[src/rtl/cla_pkg.sv]
// Shared definitions for the pipelined carry-lookahead adder/subtractor.
//   GROUP_W        : bits handled by one CLA group (one pipeline stage)
//   OP_ADD/OP_SUB  : encoding of the sub input
//   stage_ctl_t    : control half of a stage register (valid, running carry,
//                    running group generate/propagate); the top wraps it with
//                    the WIDTH-dependent sum and operand fields
package cla_pkg;

  localparam int GROUP_W = 4;

  localparam logic OP_ADD = 1'b0;
  localparam logic OP_SUB = 1'b1;

  typedef struct packed {
    logic valid;
    logic carry;
    logic g_acc;
    logic p_acc;
  } stage_ctl_t;

endpackage

[src/rtl/cla_4_group.sv]
// Purely combinational 4-bit carry-lookahead slice.
//   a, b : 4-bit operands
//   cin  : carry into bit 0
//   sum  : 4-bit sum
//   cout : carry out of bit 3
//   g, p : group generate / propagate (independent of cin)
module cla_4_group (
  input  logic [3:0] a,
  input  logic [3:0] b,
  input  logic       cin,
  output logic [3:0] sum,
  output logic       cout,
  output logic       g,
  output logic       p
);

  logic [3:0] gi;
  logic [3:0] pi;
  logic [3:0] c;

  assign gi = a & b;
  assign pi = a ^ b;

  // Every internal carry is formed directly from gi/pi/cin, no ripple.
  assign c[0] = cin;
  assign c[1] = gi[0] | (pi[0] & cin);
  assign c[2] = gi[1] | (pi[1] & gi[0]) | (pi[1] & pi[0] & cin);
  assign c[3] = gi[2] | (pi[2] & gi[1]) | (pi[2] & pi[1] & gi[0])
              | (pi[2] & pi[1] & pi[0] & cin);

  assign g = gi[3] | (pi[3] & gi[2]) | (pi[3] & pi[2] & gi[1])
           | (pi[3] & pi[2] & pi[1] & gi[0]);
  assign p = &pi;

  assign cout = g | (p & cin);
  assign sum  = pi ^ c;

endmodule

[src/rtl/cla_pipe_addsub.sv]
// Pipelined WIDTH-bit carry-lookahead adder/subtractor, one 4-bit CLA group
// per stage, latency WIDTH/4 cycles, one beat per cycle with valid/ready.
//   clk, rst            : clock, synchronous active-high reset
//   in_valid/in_ready   : input handshake
//   a, b, cin, sub      : operands; result = a + (sub ? ~b : b) + cin
//   out_valid/out_ready : output handshake
//   sum, cout, ovf, zero: registered result and status flags
//   g_g, p_g            : whole-word group generate / propagate
module cla_pipe_addsub
  import cla_pkg::*;
#(
  parameter int WIDTH = 16
) (
  input  logic             clk,
  input  logic             rst,
  input  logic             in_valid,
  output logic             in_ready,
  input  logic [WIDTH-1:0] a,
  input  logic [WIDTH-1:0] b,
  input  logic             cin,
  input  logic             sub,
  output logic             out_valid,
  input  logic             out_ready,
  output logic [WIDTH-1:0] sum,
  output logic             cout,
  output logic             ovf,
  output logic             zero,
  output logic             g_g,
  output logic             p_g
);

  localparam int N  = WIDTH / GROUP_W;
  localparam int SN = (N > 1) ? N - 1 : 1;

  if ((WIDTH % GROUP_W) != 0 || WIDTH < GROUP_W) begin : g_bad_width
    $error("cla_pipe_addsub: WIDTH must be a non-zero multiple of GROUP_W");
  end

  // Operands travel whole; stage k only consumes slice k. Sum bits are
  // filled in slice by slice as the beat moves down the pipe.
  typedef struct packed {
    stage_ctl_t       ctl;
    logic [WIDTH-1:0] sum;
    logic [WIDTH-1:0] a;
    logic [WIDTH-1:0] b;
  } stage_t;

  logic   advance;
  stage_t head;
  stage_t nxt [N];
  stage_t stg [SN];
  stage_t last;
  logic   msb_carry;

  // The whole pipe moves in lockstep whenever the output slot is free.
  assign advance  = ~out_valid | out_ready;
  assign in_ready = advance & ~rst;

  always_comb begin
    head           = '0;
    head.ctl.valid = in_valid;
    head.ctl.carry = cin;
    head.ctl.g_acc = 1'b0;
    head.ctl.p_acc = 1'b1;
    head.a         = a;
    head.b         = (sub == OP_SUB) ? ~b : b;
  end

  for (genvar k = 0; k < N; k++) begin : g_stage
    stage_t             cur;
    stage_t             res;
    logic [GROUP_W-1:0] s;
    logic               co;
    logic               g;
    logic               p;

    if (k == 0) begin : g_first
      assign cur = head;
    end else begin : g_rest
      assign cur = stg[k-1];
    end

    cla_4_group u_group (
      .a    (cur.a[k*GROUP_W +: GROUP_W]),
      .b    (cur.b[k*GROUP_W +: GROUP_W]),
      .cin  (cur.ctl.carry),
      .sum  (s),
      .cout (co),
      .g    (g),
      .p    (p)
    );

    always_comb begin
      res                          = cur;
      res.sum[k*GROUP_W +: GROUP_W] = s;
      res.ctl.carry                = co;
      res.ctl.g_acc                = g | (p & cur.ctl.g_acc);
      res.ctl.p_acc                = cur.ctl.p_acc & p;
    end

    assign nxt[k] = res;
  end

  assign last = nxt[N-1];

  // Carry into the MSB recovered from the MSB sum bit and its operands.
  assign msb_carry = last.sum[WIDTH-1] ^ last.a[WIDTH-1] ^ last.b[WIDTH-1];

  // ---- stage registers _p0.._pN-2 and output register _pN-1 ----
  always_ff @(posedge clk) begin
    if (rst) begin
      for (int k = 0; k < N - 1; k++) begin
        stg[k].ctl.valid <= 1'b0;
      end
      out_valid <= 1'b0;
      sum       <= '0;
      cout      <= 1'b0;
      ovf       <= 1'b0;
      zero      <= 1'b0;
      g_g       <= 1'b0;
      p_g       <= 1'b0;
    end else if (advance) begin
      for (int k = 0; k < N - 1; k++) begin
        stg[k] <= nxt[k];
      end
      out_valid <= last.ctl.valid;
      // Bubbles leave the previous result in place so stale stage data
      // never reaches the outputs.
      if (last.ctl.valid) begin
        sum  <= last.sum;
        cout <= last.ctl.carry;
        ovf  <= msb_carry ^ last.ctl.carry;
        zero <= (last.sum == '0);
        g_g  <= last.ctl.g_acc;
        p_g  <= last.ctl.p_acc;
      end
    end
  end

endmodule

[config.mk]
export PLATFORM = sky130hd
export DESIGN_NAME = cla_pipe_addsub
export DESIGN_NICKNAME = d
export VERILOG_FILES = /design/src/rtl/cla_pkg.sv /design/src/rtl/cla_4_group.sv /design/src/rtl/cla_pipe_addsub.sv
export SDC_FILE = /design/constraint.sdc
export NUM_CORES = 1
export LEC_CHECK = 0
export ABC_AREA = 1
export CORE_AREA = 2 2 97 99
export CTS_CLUSTER_DIAMETER = 60
export DETAILED_ROUTE_END_ITERATION = 8
export DIE_AREA = 0 0 99 101
export PLACE_DENSITY = 0.78
export SLEW_MARGIN = 20
export SYNTH_ARGS = -nofsm -noshare
export SYNTH_HDL_FRONTEND = slang
export SYNTH_SLANG_ARGS = --single-unit
[constraint.sdc]
create_clock -name clk -period 7.1 [get_ports clk]
set_input_delay 2.13 -clock clk [delete_from_list [all_inputs] [get_ports clk]]
set_output_delay 2.13 -clock clk [all_outputs]
set_load 0.03 [all_outputs]
==> metrics.md, run 1 <==
| Metric | Value |
|---|---|
| Status | finished clean |
| Final ANT Viol Nets | 0 |
| Placed inst area | approximately 5500 um^2 |
| CP Max Fanout | 22 |
| FF-to-FF Start | out_valid |
| Mux cell area share after synthesis | 0 |
| Worst-Margin Slew | ~0.86 ns |
| Hpwl dp | about 5000 um |
| Crit path from | rst |
| Die width | 99 um |
| Layout area overhead | 17.5% |
| Area leader, netlist | edfxtp_1 |
| Root buffer cell | clkbuf_8 |
| CP Class | in2out |
| Yosys reg bits | between 100 and 150 |
| GRT Residual Overflow | 0 |
| Storage element area | 2960 um^2 |
| Peak supply drop | around 0.1 mV |
| # rows | 35 |
| Area share of the largest cell type after synthesis | 0.523 |
| Min Tclk post-route | 6.07 ns |
| Syn nets | between 500 and 600 |
| Via count | between 3000 and 4000 |
| Mapped Area | between 4000 and 5000 um^2 |
| Clock sinks | 106 |
| Worst skew pair latency | ~0.36 ns |
| Pin count of the biggest net entering global routing | about 80 |
| Post-synthesis sequential area ratio | 0.614 |
| WL per Instance | 11.2 um |
| I/O Buffers | 60 |
| Beginning of the worst hold path | zero |
| GRT Util Overall | 0.155 |
| Setup TNS | 0 ns |
| Critical Path AT | 3.94 ns |
| Fmax | ~160 MHz |
| Clock transition at the registers of the reported paths | 0.10 ns |
| H-tree depth | 3 |
| Total wire length | approximately 7000 um |
| Yosys warnings | 0 |
| First-pass GRT wire length | roughly 12000 um |
| Crit end category | primary output |
| Die Ht | 101 um |
| Multi-input logic area | between 1000 and 1500 um^2 |
| Post-CTS Setup Bufs | 0 |
| CTS Hold Buffers Added | 0 |
| Leak Pwr | approximately 2.4 nW |
| Mean Syn Cell Area | around 10 um^2 |
| Final Hold Viols | 0 |
| CTS tree | built |
| Compound-cell area share of the yosys netlist | 0.0602 |
| Layout Nets | 586 |
| Longest Clk Path Bufs | 2 |
| Post-Synthesis Cells | roughly 470 |
| Setup Viol. Count Final | 0 |
| Core ar. | 8980 um^2 |
| Full die area | about 10000 um^2 |
| Data required, critical path | roughly 5 ns |
| Violation count after the first detailed-route iteration | ~130 |
| RSZ-0062 raised after global routing | no |
| Synth top area cells | edfxtp_1 52%, dfxtp_1 9.1%, nor2_1 8.1%, inv_1 6.2%, ha_1 4.1% |
| Design Area, Final | 5670 um^2 |
| Cts bufs inserted | 9 |
| Max Cap Viol | 0 |
| DRC viols | 0 |
| First-pass detailed-route iteration total | 4 |
| Number of diodes | 0 |
| Initial core utilization | 0.538 |
| Share of layout cells above drive strength 1 | 0.0600 |
| Largest family of logic cells by synthesized area | simple AND/OR/NAND/NOR gates |
| Pwr Density | between 200 and 250 nW/um^2 |
| Number of global-route vias before repair | 2897 |
| Post-CTS Resized | 0 |
| Clock skew after layout | ~0.010 ns |
| Adder-cell share of the synthesized area | 0.0581 |
| GP Congestion | roughly 0.75 |
| XOR/XNOR share of the synthesized area | 0.0399 |
| Hold WC Path Type | reg2reg |
| Slew Limit Headroom | 0.426 |
| Simple-Gate Fraction of Synth Area | 0.144 |
| Crit path launch type | primary input |
| Ports | slightly above 60 |
| Via density per instance | roughly 4.8 |
| Max-slew violations | 0 |
| Fillers | approximately 720 |
| Initial antenna violation count | 0 |
| Final Cycle Share | 0.855 |
| Library cells used by synthesis | 31 |
==> synth_stat cells <==
cell and count:
nor2_1 104, edfxtp_1 84, inv_1 80, nand2_1 37, dfxtp_1 22, a21oi_1 18, o21ai_0 18, ha_1 16
xnor2_1 15, buf_2 12, o21ai_1 12, nand3_1 11, xor2_1 7, inv_2 6, fa_1 4, nand2_2 3
nand4_1 3, nor3_1 3, clkbuf_1 2, nand3_2 2, o211ai_1 2, a211oi_1 1, a21boi_1 1, buf_4 1
clkbuf_4 1, nand2_4 1, nand3b_1 1, nor3_2 1, o211ai_2 1, o21a_1 1, or2_4 1
==> critical path, stage by stage <==
cell and delay [ns]:
clkdlybuf4s50_1 0.48, inv_2 0.26, nand2_2 0.11, clkinv_2 0.23, clkdlybuf4s50_1 0.73
==> path summary, 6_finish.rpt <==
kind | end | slack, ns | cells after the start
worst max-delay path | in_ready | 1.03 | 5
worst min-delay path | zero | 0.48 | 2
worst max register to register | stg[0][147] | 5.04 | 6
worst min register to register | zero | 0.48 | 2
==> cell usage in the layout (no fill, tap or decap), types with 3 or more instances in the layout <==
master / instances
xor2_1: 7
nand2_2: 4
ha_1: 16
nor2_1: 104
edfxtp_1: 84
xnor2_1: 15
o21ai_1: 12
dfxtp_1: 22
nand3_1: 11
inv_2: 5
nand4_1: 3
nand2_1: 36
nor3_1: 3
clkdlybuf4s50_1: 60
o21ai_0: 18
inv_1: 80
fa_1: 4
clkbuf_8: 9
a21oi_1: 18
==> cells by family (layout without fill, tap and decap cells) <==
logic type / Yosys count / in the layout
compound gates: 54 / 54
flops: 106 / 106
buf+inv: 102 / 164
xor+xnor: 22 / 22
fa+ha+maj: 20 / 20
simple gates: 167 / 167
==> power breakdown <==
part           switching [W]  internal [W]  leakage (nW)  total (W)
clock network       0.000198      0.000126        0.0807   0.000324
registers          0.0000167      0.000724          1.04   0.000740
logic               0.000115     0.0000841          1.27   0.000199
==> per-layer routing <==
layer	wire length (um)	vias up	global-route usage
li1	-	1616	-
met1	3200	1373	0.181
met2	3550	71	0.273
met3	335	6	0.0381
met4	93	0	0.0664
met5	0	-	0
==> through the flow <==
| stage | hold WS [ns] | utilization | instances | worst slack (ns) | total power, W |
|---|---|---|---|---|---|
| after floorplan | 0.447 | - | 471 | 1.45 | 0.000892 |
| after global placement | 0.450 | 0.613 | 628 | 1.03 | 0.000948 |
| after detailed placement | 0.468 | 0.613 | 628 | 1.00 | 0.000955 |
| after CTS | 0.483 | 0.632 | 644 | 0.990 | 0.00128 |
| after global routing | 0.519 | 0.632 | 644 | 0.908 | 0.00133 |
| final | 0.475 | 0.632 | 644 | 1.03 | 0.00126 |
==> flip-flops by register name, indices dropped and copies added (netlist names) <==
| register | count |
|---|---|
| g_g | 1 |
| sum | 16 |
| zero | 1 |
| stg | 84 |
| p_g | 1 |
| cout | 1 |
| ovf | 1 |
| out_valid | 1 |
==> layout make-up <==
cell class / count / area share
Clock buffer: 9 / 0.0218
Clock inverter: 7 / 0.00794
Inverter: 86 / 0.0571
Multi-Input combinational cell: 263 / 0.258
Sequential cell: 106 / 0.523
Tap cell: 111 / 0.0245
Timing Repair Buffer: 62 / 0.109
Note: power is estimated with default switching activity, not from simulation.
==> run 2: changes to the inputs <==
--- a/config.mk
+++ b/config.mk
@@ -10,6 +10,7 @@
 export CTS_CLUSTER_DIAMETER = 60
 export DETAILED_ROUTE_END_ITERATION = 8
 export DIE_AREA = 0 0 99 101
+export GPL_TIMING_DRIVEN = 0
 export PLACE_DENSITY = 0.78
 export SLEW_MARGIN = 20
 export SYNTH_ARGS = -nofsm -noshare
==> run 2 against run 1 <==
Fmax fell by 3.3%. Sequential share of layout area down 0.84 points. Highest routed layer unchanged. Core utilization grew 1.0 points. Wire length increased by 7.6%. Power increased by 2.2%. First-iteration DRC count rose by 39%. Combinational power increased by 5%. Design area up 1.6%. Largest cell class unchanged.
==> metrics.md, run 2 (synthesized netlist as in run 1, its figures left out) <==
| Metric | Value |
|---|---|
| Status | finished clean |
| Placed insts | 642 |
| Leak Pwr | between 2 and 2.5 nW |
| Via count | 3165 |
| Peak supply drop | between 0.1 and 0.15 mV |
| GRT Residual Overflow | 0 |
| Pwr Density | 224 nW/um^2 |
| Min Tclk post-route | between 6 and 7 ns |
| Number of global-route vias before repair | 3081 |
| Pwr Total | ~0.0013 W |
| Die width | a little under 100 um |
| Core ar. | 8980 um^2 |
| First-pass detailed-route iteration total | 4 |
| I/O Buffers | 59 |
| Violation count after the first detailed-route iteration | approximately 190 |
| CP Max Fanout | between 40 and 50 |
| First-pass GRT wire length | 13000 um |
| Non-filler instance count after layout | ~660 |
| Fillers | 708 |
| Storage element area | 2960 um^2 |
| Gate power share | 0.161 |
| Longest Clk Path Bufs | 2 |
| Final Cycle Share | 0.884 |
| Full die area | 10000 um^2 |
| Register share of total power | 0.572 |
| Critical Path AT | between 4 and 5 ns |
| GRT Util Overall | 0.165 |
| Reg with most FFs | stg |
| Clock transition at the registers of the reported paths | ~0.09 ns |
| GP Congestion | a little under 0.8 |
| Most frequent cells in the layout | 104 x nor2_1, 84 x edfxtp_1, 80 x inv_1, 59 x clkdlybuf4s50_1, 37 x nand2_1 |
| RSZ-0062 raised after global routing | no |
| Worst skew pair latency | ~0.37 ns |
| WP buf/inv | 5 |
| Largest registers | stg x84, sum x16 |
| Crit path launch type | primary input |
| CTS tree | built |
| Hold WC Path Type | reg2reg |
| CTS Hold Buffers Added | 0 |
| Final ANT Viol Nets | 0 |
| Initial core utilization | 0.538 |
| Clock sinks | ~110 |
| Max stage delay on crit path | approximately 0.76 ns |
| Initial antenna violation count | 0 |
| Pin count of the biggest net entering global routing | between 50 and 60 |
| Post-CTS Resized | 0 |
| Multi-input logic area | ~1500 um^2 |
| Max Cap Viol | 0 |
| Design Area, Final | ~5800 um^2 |
| Worst-path cell chain | clkdlybuf4s50_1 -> inv_2 -> nand2_1 -> nand2_1 -> inv_2 -> buf_4 -> clkdlybuf4s50_1 |
| # rows | 35 |
| Clock share of power | 0.267 |
| Total wire length | between 7000 and 8000 um |
| Die Ht | around 100 um |
| Post-CTS Setup Bufs | 0 |
| Hpwl dp | 5760 um |
| Slowest CP cell | clkdlybuf4s50_1 |
| Via density per instance | slightly below 5 |
| WL per Instance | approximately 12 um |
| Setup Viol. Count Final | 0 |
| Root buffer cell | clkbuf_8 |
| CP Class | in2out |
| Share of layout cells above drive strength 1 | 0.0841 |
| Int Pwr | 0.000945 W |
| DRC viols | 0 |
| Fmax | between 150 and 200 MHz |
| Most common cell after layout, fill and taps aside | nor2_1 |
| Sw Ratio | 0.269 |
| Crit end category | primary output |
| Ports | slightly above 60 |
| Layout Nets | 600 |
| Cts bufs inserted | 9 |
| Layout area overhead | 19.4% |
| Number of diodes | 0 |
| H-tree depth | 3 |
| Placed inst area | 5580 um^2 |
| Final Hold Viols | 0 |
| Data required, critical path | 4.97 ns |
| Max reg flops | between 80 and 90 |
| Max-slew violations | 0 |
| Clock skew after layout | 0.0110 ns |
| Worst-Margin Slew | 0.483 ns |
| Slew Limit Headroom | 0.678 |
| Switching pwr | 0.000347 W |
| Worst path top cell family by delay | buffers and inverters |
-- run 2: layer usage --
metal / vias up / part of all wire / GRT usage
met4: 0 / 0.027 / 0.0759
met2: 75 / 0.50 / 0.291
met5: - / 0 / 0
li1: 1650 / - / -
met3: 19 / 0.048 / 0.0423
met1: 1421 / 0.42 / 0.189
-- run 2: through the flow --
step	util	TNS, ns	hold slack [ns]	worst slack (ns)
after floorplan	-	0	0.447	1.45
after global placement	0.619	-0.233	0.459	-0.233
after detailed placement	0.621	0	0.477	0.813
after CTS	0.642	0	0.491	0.797
after global routing	0.642	0	0.511	0.690
final	0.642	0	0.486	0.821
-- run 2: cell type report --
| cell class | instances | area share |
|---|---|---|
| Inverter | 86 | 0.0560 |
| Clock inverter | 7 | 0.0106 |
| Tap cell | 111 | 0.0241 |
| Buffer | 16 | 0.0148 |
| Timing Repair Buffer | 60 | 0.106 |
| Clock buffer | 9 | 0.0215 |
| Sequential cell | 106 | 0.514 |
| Multi-Input combinational cell | 263 | 0.253 |
-- run 2: path summary, 6_finish.rpt --
path / start / end / slack [ns] / cells past startpoint
setup / recovery: out_ready / in_ready / 0.82 / 7
hold / removal: zero / zero / 0.49 / 2
setup reg to reg: out_valid / stg[0][34] / 5.31 / 7
hold reg to reg: zero / zero / 0.49 / 2
-- run 2: worst min-delay path, delay by kind of cell, from the launching register on --
kind	cells	cell delay [ns]
flops	1	0.33
simple gates	1	0.06
compound gates	1	0.06
-- run 2: power by group through the flow --
stage          combinational, W  clock [W]  sequential, W
3_3_place_gp           0.000199          0       0.000753
2_1_floorplan          0.000127          0       0.000765
4_1_cts                0.000210   0.000355       0.000740
5_1_grt                0.000233   0.000377       0.000745
6_report               0.000208   0.000345       0.000740
3_5_place_dp           0.000208          0       0.000754
